### src/rtl/pipeline_pkg.sv
// Shared definitions for the pipeline result accumulator.
//   acc_state_t   : frame FSM states
//   *_DEFAULT     : default data / accumulator / counter widths
//   FRAME_LEN_MIN : shortest frame; a programmed length of 0 maps to this
package pipeline_pkg;

  localparam int unsigned DW_DEFAULT    = 32;
  localparam int unsigned AW_DEFAULT    = 40;
  localparam int unsigned CW_DEFAULT    = 8;
  localparam int unsigned FRAME_LEN_MIN = 1;

  typedef enum logic [1:0] {
    IDLE,
    ACC,
    HOLD
  } acc_state_t;

endpackage

### src/rtl/pipeline_accum_if.sv
// Sample-in / frame-total-out bundle for pipeline_accum.
//   in_valid, in_data, in_ready : sample stream from the pipeline stage
//   frame_len                   : samples per frame (0 behaves as 1)
//   out_valid, out_data,
//   out_ovf, out_ready          : frame total towards the next stage
// master drives samples and takes totals; slave is the accumulator.
interface pipeline_accum_if import pipeline_pkg::*; #(
  parameter int unsigned DW = DW_DEFAULT,
  parameter int unsigned AW = AW_DEFAULT,
  parameter int unsigned CW = CW_DEFAULT
) ();

  logic          in_valid;
  logic [DW-1:0] in_data;
  logic          in_ready;
  logic [CW-1:0] frame_len;
  logic          out_valid;
  logic [AW-1:0] out_data;
  logic          out_ovf;
  logic          out_ready;

  modport master (
    output in_valid, in_data, frame_len, out_ready,
    input  in_ready, out_valid, out_data, out_ovf
  );

  modport slave (
    input  in_valid, in_data, frame_len, out_ready,
    output in_ready, out_valid, out_data, out_ovf
  );

endinterface

### src/rtl/frame_counter.sv
// Frame length latch and sample counter.
//   clk, reset : clock, asynchronous active-high reset
//   load       : first sample of a frame accepted (latches frame_len, cnt = 1)
//   inc        : further sample of the frame accepted (cnt++)
//   frame_len  : programmed length, 0 treated as 1
//   last       : the sample being accepted this cycle completes the frame
module frame_counter import pipeline_pkg::*; #(
  parameter int unsigned CW = CW_DEFAULT
) (
  input  logic          clk,
  input  logic          reset,
  input  logic          load,
  input  logic          inc,
  input  logic [CW-1:0] frame_len,
  output logic          last
);

  logic [CW-1:0] cnt_q;
  logic [CW-1:0] len_q;
  logic [CW-1:0] eff_len;

  assign eff_len = (frame_len == '0) ? CW'(FRAME_LEN_MIN) : frame_len;

  always_ff @(posedge clk or posedge reset) begin
    if (reset) begin
      cnt_q <= '0;
      len_q <= '0;
    end else if (load) begin
      cnt_q <= CW'(1);
      len_q <= eff_len;
    end else if (inc) begin
      cnt_q <= cnt_q + CW'(1);
    end
  end

  // On the first sample len_q is not loaded yet, so decide from the live length.
  assign last = load ? (eff_len == CW'(FRAME_LEN_MIN)) : (cnt_q + CW'(1) == len_q);

endmodule

### src/rtl/pipeline_accum.sv
// Sums a programmable number of consecutive pipeline results into one frame
// total and offers it on a valid/ready port, holding it under backpressure.
//   clk, reset : clock, asynchronous active-high reset
//   bus        : pipeline_accum_if slave (samples in, frame totals out)
//   busy       : a frame is in progress or a total is pending
module pipeline_accum import pipeline_pkg::*; #(
  parameter int unsigned DW = DW_DEFAULT,
  parameter int unsigned AW = AW_DEFAULT,
  parameter int unsigned CW = CW_DEFAULT
) (
  input  logic             clk,
  input  logic             reset,
  pipeline_accum_if.slave  bus,
  output logic             busy
);

  acc_state_t    state_q, state_d;
  logic [AW-1:0] acc_q, acc_d;
  logic          ovf_q, ovf_d;
  logic [AW-1:0] out_data_q, out_data_d;
  logic          out_ovf_q, out_ovf_d;

  logic          in_fire;
  logic          load;
  logic          inc;
  logic          last;
  logic [AW-1:0] in_ext;
  logic [AW:0]   sum;

  assign in_fire = bus.in_valid && bus.in_ready;
  assign load    = in_fire && (state_q == IDLE);
  assign inc     = in_fire && (state_q == ACC);
  assign in_ext  = AW'(bus.in_data);
  // Extra top bit is the wrap carry for the sticky overflow flag.
  assign sum     = {1'b0, acc_q} + {1'b0, in_ext};

  frame_counter #(
    .CW (CW)
  ) u_frame_counter (
    .clk       (clk),
    .reset     (reset),
    .load      (load),
    .inc       (inc),
    .frame_len (bus.frame_len),
    .last      (last)
  );

  always_comb begin
    state_d    = state_q;
    acc_d      = acc_q;
    ovf_d      = ovf_q;
    out_data_d = out_data_q;
    out_ovf_d  = out_ovf_q;
    unique case (state_q)
      IDLE: begin
        if (load) begin
          acc_d = in_ext;
          ovf_d = 1'b0;
          if (last) begin
            out_data_d = in_ext;
            out_ovf_d  = 1'b0;
            state_d    = HOLD;
          end else begin
            state_d = ACC;
          end
        end
      end
      ACC: begin
        if (inc) begin
          acc_d = sum[AW-1:0];
          ovf_d = ovf_q | sum[AW];
          if (last) begin
            out_data_d = sum[AW-1:0];
            out_ovf_d  = ovf_q | sum[AW];
            state_d    = HOLD;
          end
        end
      end
      HOLD: begin
        if (bus.out_ready) state_d = IDLE;
      end
      default: state_d = IDLE;
    endcase
  end

  always_ff @(posedge clk or posedge reset) begin
    if (reset) begin
      state_q    <= IDLE;
      acc_q      <= '0;
      ovf_q      <= 1'b0;
      out_data_q <= '0;
      out_ovf_q  <= 1'b0;
    end else begin
      state_q    <= state_d;
      acc_q      <= acc_d;
      ovf_q      <= ovf_d;
      out_data_q <= out_data_d;
      out_ovf_q  <= out_ovf_d;
    end
  end

  assign bus.in_ready  = (state_q != HOLD);
  assign bus.out_valid = (state_q == HOLD);
  assign bus.out_data  = out_data_q;
  assign bus.out_ovf   = out_ovf_q;
  assign busy          = (state_q != IDLE);

endmodule

### src/flat_wrapper.sv
// flat-port wrapper written by rule: the top's interface ports become plain ports
module pipeline_accum_flat import pipeline_pkg::*;
#(
  parameter int unsigned DW = DW_DEFAULT,
  parameter int unsigned AW = AW_DEFAULT,
  parameter int unsigned CW = CW_DEFAULT
)
  (clk, reset, busy, bus_in_valid, bus_in_data, bus_frame_len, bus_out_ready, bus_in_ready, bus_out_valid, bus_out_data, bus_out_ovf);
  pipeline_accum_if #(.DW(DW), .AW(AW), .CW(CW)) bus_i ();
  input  logic clk;
  input  logic reset;
  output logic busy;
  input wire logic [$bits(bus_i.in_valid)-1:0] bus_in_valid;
  input wire logic [$bits(bus_i.in_data)-1:0] bus_in_data;
  input wire logic [$bits(bus_i.frame_len)-1:0] bus_frame_len;
  input wire logic [$bits(bus_i.out_ready)-1:0] bus_out_ready;
  output wire logic [$bits(bus_i.in_ready)-1:0] bus_in_ready;
  output wire logic [$bits(bus_i.out_valid)-1:0] bus_out_valid;
  output wire logic [$bits(bus_i.out_data)-1:0] bus_out_data;
  output wire logic [$bits(bus_i.out_ovf)-1:0] bus_out_ovf;
  assign bus_i.in_valid = bus_in_valid;
  assign bus_i.in_data = bus_in_data;
  assign bus_i.frame_len = bus_frame_len;
  assign bus_i.out_ready = bus_out_ready;
  assign bus_in_ready = bus_i.in_ready;
  assign bus_out_valid = bus_i.out_valid;
  assign bus_out_data = bus_i.out_data;
  assign bus_out_ovf = bus_i.out_ovf;
  pipeline_accum #(.DW(DW), .AW(AW), .CW(CW)) u_core (.clk(clk), .reset(reset), .bus(bus_i), .busy(busy));
endmodule
### config.mk
export PLATFORM = sky130hd
export DESIGN_NAME = pipeline_accum_flat
export DESIGN_NICKNAME = d
export VERILOG_FILES = /design/src/rtl/pipeline_pkg.sv /design/src/rtl/pipeline_accum_if.sv /design/src/rtl/frame_counter.sv /design/src/rtl/pipeline_accum.sv /design/src/flat_wrapper.sv
export SDC_FILE = /design/constraint.sdc
export NUM_CORES = 1
export LEC_CHECK = 0
export ABC_AREA = 0
export CAP_MARGIN = 30
export CORE_ASPECT_RATIO = 1.4
export CORE_MARGIN = 2
export CORE_UTILIZATION = 56
export CTS_BUF_LIST = sky130_fd_sc_hd__clkbuf_4 sky130_fd_sc_hd__clkbuf_8 sky130_fd_sc_hd__clkbuf_16
export CTS_CLUSTER_DIAMETER = 80
export CTS_CLUSTER_SIZE = 8
export DETAILED_ROUTE_END_ITERATION = 16
export PLACE_DENSITY = 0.91
export REMOVE_ABC_BUFFERS = 1
export SYNTH_ARGS = -nofsm -noshare
export SYNTH_HDL_FRONTEND = slang
export SYNTH_SLANG_ARGS = --single-unit
export TNS_END_PERCENT = 50
### constraint.sdc
create_clock -name clk -period 3.7 [get_ports clk]
set_input_delay 0.74 -clock clk [delete_from_list [all_inputs] [get_ports clk]]
set_output_delay 0.74 -clock clk [all_outputs]
set_load 0.03 [all_outputs]
==> results_dict.tcl, run 1 <==
set metrics [dict create \
    drive_gt1_share_pct 9.62 \
    grt_pass1_wl_um 26900 \
    cts_tree "yes" \
    slew_violations 0 \
    ys_async_sr_fraction_pct 100 \
    slew_headroom_pct 40.9 \
    synth_top_area_cell "dfrtp_1" \
    die_h_um 129 \
    power_mw 6.82 \
    rows 45 \
    peakVddDrop_uv 550 \
    hold_path.class "reg -> reg" \
    p_clk_share_pct 12.9 \
    cp_slowest_stage_delay_ns 0.48 \
    fin_ws_ns 0.211 \
    vias 5849 \
    p_seq_share_pct 27.3 \
    arrival_ns 3.75 \
    yosysUniqueCellTypes 60 \
    internal-power_mw 3.76 \
    critical_path_required_ns 3.96 \
    timing_worst_setup_path_type "in -> reg" \
    finClkSkew_ns 0.00814 \
    maxCapViolCount 0 \
    portBuffers 87 \
    synth_top_area_share_pct 39.9 \
    ys_seq_area_share_pct 39.9 \
    drtIter0Drc 408 \
    pre_cts_ws_ns -0.142 \
    worst-path-max-fanout 6 \
    netlist_instances 744 \
    comb_power_share_pct 59.8 \
    cts.sinks 100 \
    final.setup.tns_ns 0 \
    synthTopCellsByArea "dfrtp_1 (40%), o21ai_0 (7.3%), nand2_1 (6.8%)" \
    crit_buf_inv 3 \
    power_leakage_nw 3.46 \
    yosysWarnings 0 \
    min_period_over_period_pct 94.3 \
    cts_made_buffers 9 \
    avgViaCountPerCell 5.89 \
    ant_nets 0 \
    worst_pin_slew_ns 0.883 \
    outcome "finished, final reports clean" \
    rsz0062_at_grt "no" \
    area_delta_synth_final_pct 24.4 \
    htreeDepth 3 \
    first_global_vias 5860 \
    core-area_mm2 0.0109 \
    period_needed_ns 3.49 \
    clk_pin_slew_ns 0.07 \
    dp_hpwl_um 11900 \
    postCtsSetupBuffers 0 \
    start_util_pct 57.7 \
    fmax_ghz 0.287 \
    slowest_stage "clkdlybuf4s50_1" \
    cp_common_cell "o21ai_1" \
    root_buffer "clkbuf_16" \
    clock_path_buffers 2 \
    wirelength_um 16100 \
    synth_edf_count 0 \
    power_density_mw_per_mm2 875 \
    gp_congestion 0.941 \
    crit_chain "clkdlybuf4s50_1 -> ha_1 -> inv_1 -> fa_1 -> nor2b_1 -> o211ai_1 -> a2111oi_1 -> buf_4 -> o21ai_1 -> nand2_1 -> o21ai_1 -> nand2b_1 -> or3_1 -> o21ai_0" \
    ios 88 \
    die_x_um 93.4 \
    fin_util_pct 71.7 \
    switchingPower_mw 3.06 \
    end_kind "flip-flop" \
    cpLargestDelayFamily "simple AND/OR/NAND/NOR gates" \
    grt_antenna_before_repair 0 \
    track_usage_pct 27.9 \
    nets 925 \
    ys.flop_type "dfrtp_1" \
    setup_viol 0 \
    ys_ff_latch 100 \
    grt_max_degree 69 \
    detail_route.first_pass.iterations 5 \
    clock_latency_ns 0.35 \
    post-route-drc-count 0 \
    dieArea_mm2 0.0121 \
    netlist_area_mm2 0.00627 \
    switching_share_pct 44.9 \
    hold_viol_final 0 \
    routedWlPerCell_um 16.2 \
    gr-total-overflow 0 \
    syn_avg_cell_area_um2 8.43 \
    n_antenna_cell 0 \
    start_kind "input port" \
]
==> Yosys cell counts, types with 12 or more instances <==
library cell and count:
nor2_1 58, nand2_1 113, dfrtp_1 100, nand3_1 21, mux2i_1 12, xnor2_1 29, o21ai_1 13, xor2_1 18
o21ai_0 91, a21oi_1 73, ha_1 33, clkbuf_1 26, inv_1 18
==> stage by stage <==
stage | std cells | cell area (um2) | hold slack, ns
6_report | 993 | 7800 | 0.481
5_1_grt | 993 | 7800 | 0.510
3_5_place_dp | 977 | 7520 | 0.469
4_1_cts | 993 | 7790 | 0.484
2_1_floorplan | 706 | 6120 | 0.454
3_3_place_gp | 977 | 7520 | 0.460
==> what timing repair did <==
item / in CTS / in global routing
hold buffers: 0 / 0
endpoints found under the setup margin: 0 / 9
gates resized for setup: 0 / 1
==> sequential cells by signal, indices dropped and copies added (netlist names) <==
name,flops
u_core.ovf_q,1
u_core.u_frame_counter.cnt_q,8
u_core.bus.out_data,40
u_core.bus.out_ovf,1
u_core.u_frame_counter.len_q,8
u_core.acc_q,40
u_core.state_q,2
==> cell families (layout without fill, tap and decap cells) <==
| kind of cell | count (synthesis) | in the layout | synth area share (%) |
|---|---|---|---|
| AO/OA/AOI/OAI | 235 | 235 | 21.5 |
| XOR/XNOR | 47 | 47 | 6.57 |
| adder cells (fa/ha/maj) | 34 | 34 | 6.91 |
| buffers and inverters | 56 | 164 | 3.45 |
| flip-flops | 100 | 100 | 39.9 |
| multiplexers | 19 | 19 | 3.17 |
| AND/OR/NAND/NOR | 253 | 253 | 18.5 |
==> power by group through the flow <==
stage	registers, mW	logic [mW]	clock network, mW
CTS	1.86	4.06	0.889
global placement	1.85	3.95	0
finish	1.86	4.08	0.879
floorplan	2.15	2.40	0
detailed placement	1.87	4.03	0
global route	1.92	4.51	0.940
==> layer usage <==
metal  track usage, %  wire, um  part of all wire (%)  vias to the layer above
li1                 -         -                     -                     2830
met4             14.1       644                   4.0                        0
met2             49.8      8210                    51                      214
met5                0         0                     0                        -
met3             4.65       869                   5.4                       59
met1             32.1      6330                    39                     2746
==> path summary, 6_finish.rpt <==
path | from | end | slack [ns] | cells past startpoint
worst max-delay path | bus_in_data[0] | u_core.acc_q[38] | 0.21 | 14
worst min-delay path | u_core.bus.out_data[29] | u_core.bus.out_data[29] | 0.48 | 2
worst max register to register | u_core.acc_q[0] | u_core.acc_q[38] | 0.71 | 13
worst min register to register | u_core.bus.out_data[29] | u_core.bus.out_data[29] | 0.48 | 2
max in group asynchronous | reset | u_core.acc_q[29] | 2.25 | 3
min in group asynchronous | reset | u_core.bus.out_data[0] | 0.75 | 2
==> layout make-up <==
| type | instances | area [um2] |
|---|---|---|
| Inverter | 18 | 70.1 |
| Timing Repair Buffer | 130 | 1210 |
| Sequential cell | 100 | 2500 |
| Tap cell | 141 | 176 |
| Clock inverter | 7 | 48.8 |
| Multi-Input combinational cell | 588 | 3570 |
| Clock buffer | 9 | 225 |
| Fill cell | 806 | 3070 |
==> tightest hold or removal path, stage by stage, from the launching register on <==
cell and delay [ns]:
dfrtp_1 0.34, nand2_1 0.05, o21ai_0 0.06
==> layout by cell type (no fill, tap or decap), drive strengths merged, types with 3 or more instances in the layout <==
cell,synthesis,final
a211oi,5,5
a21o,11,11
a21oi,73,73
a31oi,5,5
and3,4,4
buf,12,43
clkbuf,26,9
clkdlybuf4s50,0,87
clkinv,0,4
dfrtp,100,100
ha,33,33
inv,18,20
mux2,7,7
mux2i,12,12
nand2,115,115
nand2b,9,9
nand3,22,22
nand4,11,11
nor2,58,58
nor2b,7,7
nor3,6,6
nor4,7,7
o211ai,3,3
o21a,4,4
o21ai,105,105
o21bai,5,5
o22ai,4,4
o31ai,6,6
xnor2,29,29
xor2,18,18
Power figures use the tool's default switching activity.
==> inputs of run 2 (changes only) <==
CORE_UTILIZATION = 40   (was 56)
MAX_ROUTING_LAYER = met4   (was unset)
PLACE_DENSITY = 0.71   (was 0.91)
==> run 2 against run 1 <==
Final cell count increased by 5.8%. Cell area increased by 1.3%. Combinational power about the same. Hold slack got worse by 0.0051 ns. Register-to-register slack improved by 0.09 ns. Via count decreased by 4.0%. Total power increased by 0.35%. Clock power increased by 4.0%. Sequential power about the same. Worst setup slack improved by 0.054 ns. Core utilization decreased by 21 points.
==> results_dict.tcl, run 2 (same netlist as run 1, synthesis figures left out) <==
set metrics [dict create \
    postCtsSetupBuffers 0 \
    rsz0062_at_grt "no" \
    start_util_pct 40.5 \
    power_density_mw_per_mm2 867 \
    die_x_um 110 \
    critical_path_required_ns 3.96 \
    cp_common_cell "o21ai_1" \
    grt_antenna_before_repair 0 \
    min_path_cells 2 \
    final_area_mm2 0.00790 \
    clk_pin_slew_ns 0.07 \
    dieArea_mm2 0.0167 \
    grt_use_met2_pct 37.5 \
    instances_no_fill 1051 \
    finClkSkew_ns 0.00946 \
    fmax_ghz 0.291 \
    end_kind "flip-flop" \
    rr_worst_depth 12 \
    power_leakage_nw 3.48 \
    cp_slowest_stage_delay_ns 0.49 \
    htreeDepth 3 \
    use_met3_pct 2.49 \
    ant_nets 0 \
    clock_path_buffers 2 \
    ios 88 \
    grt_max_degree 69 \
    cts_made_buffers 9 \
    vias 5617 \
    wirelength_um 16300 \
    final.setup.tns_ns 0 \
    placed_cells 1035 \
    period_needed_ns 3.44 \
    setup_viol 0 \
    multi_input_area_mm2 0.00357 \
    fin_util_pct 51.0 \
    arrival_ns 3.70 \
    cts_tree "yes" \
    slew_violations 0 \
    gr-total-overflow 0 \
    timing_worst_setup_path_type "in -> reg" \
    regArea_mm2 0.00250 \
    place_area_mm2 0.00761 \
    worst-path-max-fanout 6 \
    gp_congestion 0.882 \
    ctsResizeCount 0 \
    root_buffer "clkbuf_16" \
    routedWlPerCell_um 15.5 \
    slowest_stage "clkdlybuf4s50_1" \
    drive_gt1_share_pct 9.94 \
    slew_headroom_pct 40.2 \
    start_kind "input port" \
    die_h_um 152 \
    crit_chain "clkdlybuf4s50_1 -> ha_1 -> inv_1 -> fa_1 -> nor2b_1 -> o211ai_1 -> a2111oi_0 -> buf_4 -> o21ai_1 -> nand2_1 -> o21ai_1 -> nand2b_1 -> or3_1 -> o21ai_0" \
    portBuffers 87 \
    detail_route.first_pass.iterations 4 \
    track_usage_pct 21.0 \
    holdBufCountCts 0 \
    grt_pass1_wl_um 27300 \
    final_cell_mix "nand2_1 (113), dfrtp_1 (100), o21ai_0 (91)" \
    top_usage_layer "met2" \
    post-route-drc-count 0 \
    n_antenna_cell 0 \
    area_delta_synth_final_pct 26.0 \
    holdWs_ns 0.476 \
    worst_pin_slew_ns 0.894 \
    peakVddDrop_uv 398 \
    clock_latency_ns 0.35 \
    cts.sinks 100 \
    layout_commonest_cell "nand2_1" \
    avgViaCountPerCell 5.34 \
    hold_viol_final 0 \
    core-area_mm2 0.0155 \
    fillerInstances 1443 \
    drtIter0Drc 204 \
    min_period_over_period_pct 92.9 \
    maxCapViolCount 0 \
    hold_path.class "reg -> reg" \
    nets 928 \
    grt_util_met1_pct 24.1 \
    dp_hpwl_um 12400 \
    first_global_vias 5700 \
    outcome "finished, final reports clean" \
    rows 54 \
]
-- run 2: changes by cell type in the layout (fill, tap and decap cells not counted), sizes merged --
cell / change
buf: +3
clkbuf: +2
clkinv: -2
-- run 2: where the power goes --
group / switching [mW] / internal, mW / leakage (nW)
logic: 2.31 / 1.77 / 2.05
clock network: 0.432 / 0.481 / 0.139
registers: 0.310 / 1.55 / 1.29
total: 3.05 / 3.79 / 3.48
-- run 2: cell type report --
| class | instances | share of cell area (%) |
|---|---|---|
| sequential | 100 | 31.7 |
| tap | 196 | 3.11 |
| multi-input combinational | 588 | 45.2 |
| clock buffer | 11 | 3.04 |
| inverter | 18 | 0.887 |
| timing repair buffer | 133 | 15.6 |
| clock inverter | 5 | 0.570 |
-- run 2: worst max-delay path: cells and delay by family --
| kind | cells | cell delay, ns |
|---|---|---|
| adders and majority gates | 2 | 0.54 |
| AOI/OAI and AO/OA | 5 | 0.88 |
| buffers and inverters | 3 | 0.73 |
| and+or+nand+nor | 4 | 0.79 |
-- run 2: per-layer routing --
layer,vias to the layer above,routed length [um],part of all wire (%)
met1,2652,6880,42
li1,2839,-,-
met2,101,8680,53
met4,0,323,2.0
met5,-,0,0
met3,25,411,2.5
-- run 2: final timing paths --
kind | from | to | slack (ns)
min in group asynchronous | reset | u_core.u_frame_counter.len_q[6] | 0.74
min reg2reg | u_core.bus.out_data[19] | u_core.bus.out_data[19] | 0.48
max reg2reg | u_core.acc_q[1] | u_core.acc_q[27] | 0.80
max | bus_in_data[0] | u_core.acc_q[38] | 0.26
min | u_core.bus.out_data[19] | u_core.bus.out_data[19] | 0.48
max in group asynchronous | reset | u_core.acc_q[11] | 2.26
-- run 2: stage by stage --
stage,power (mW),setup WS (ns)
floorplan,4.56,-1.20
global placement,5.89,-0.0528
detailed placement,5.95,-0.0766
CTS,6.89,0.290
global route,7.40,0.00835
finish,6.84,0.264
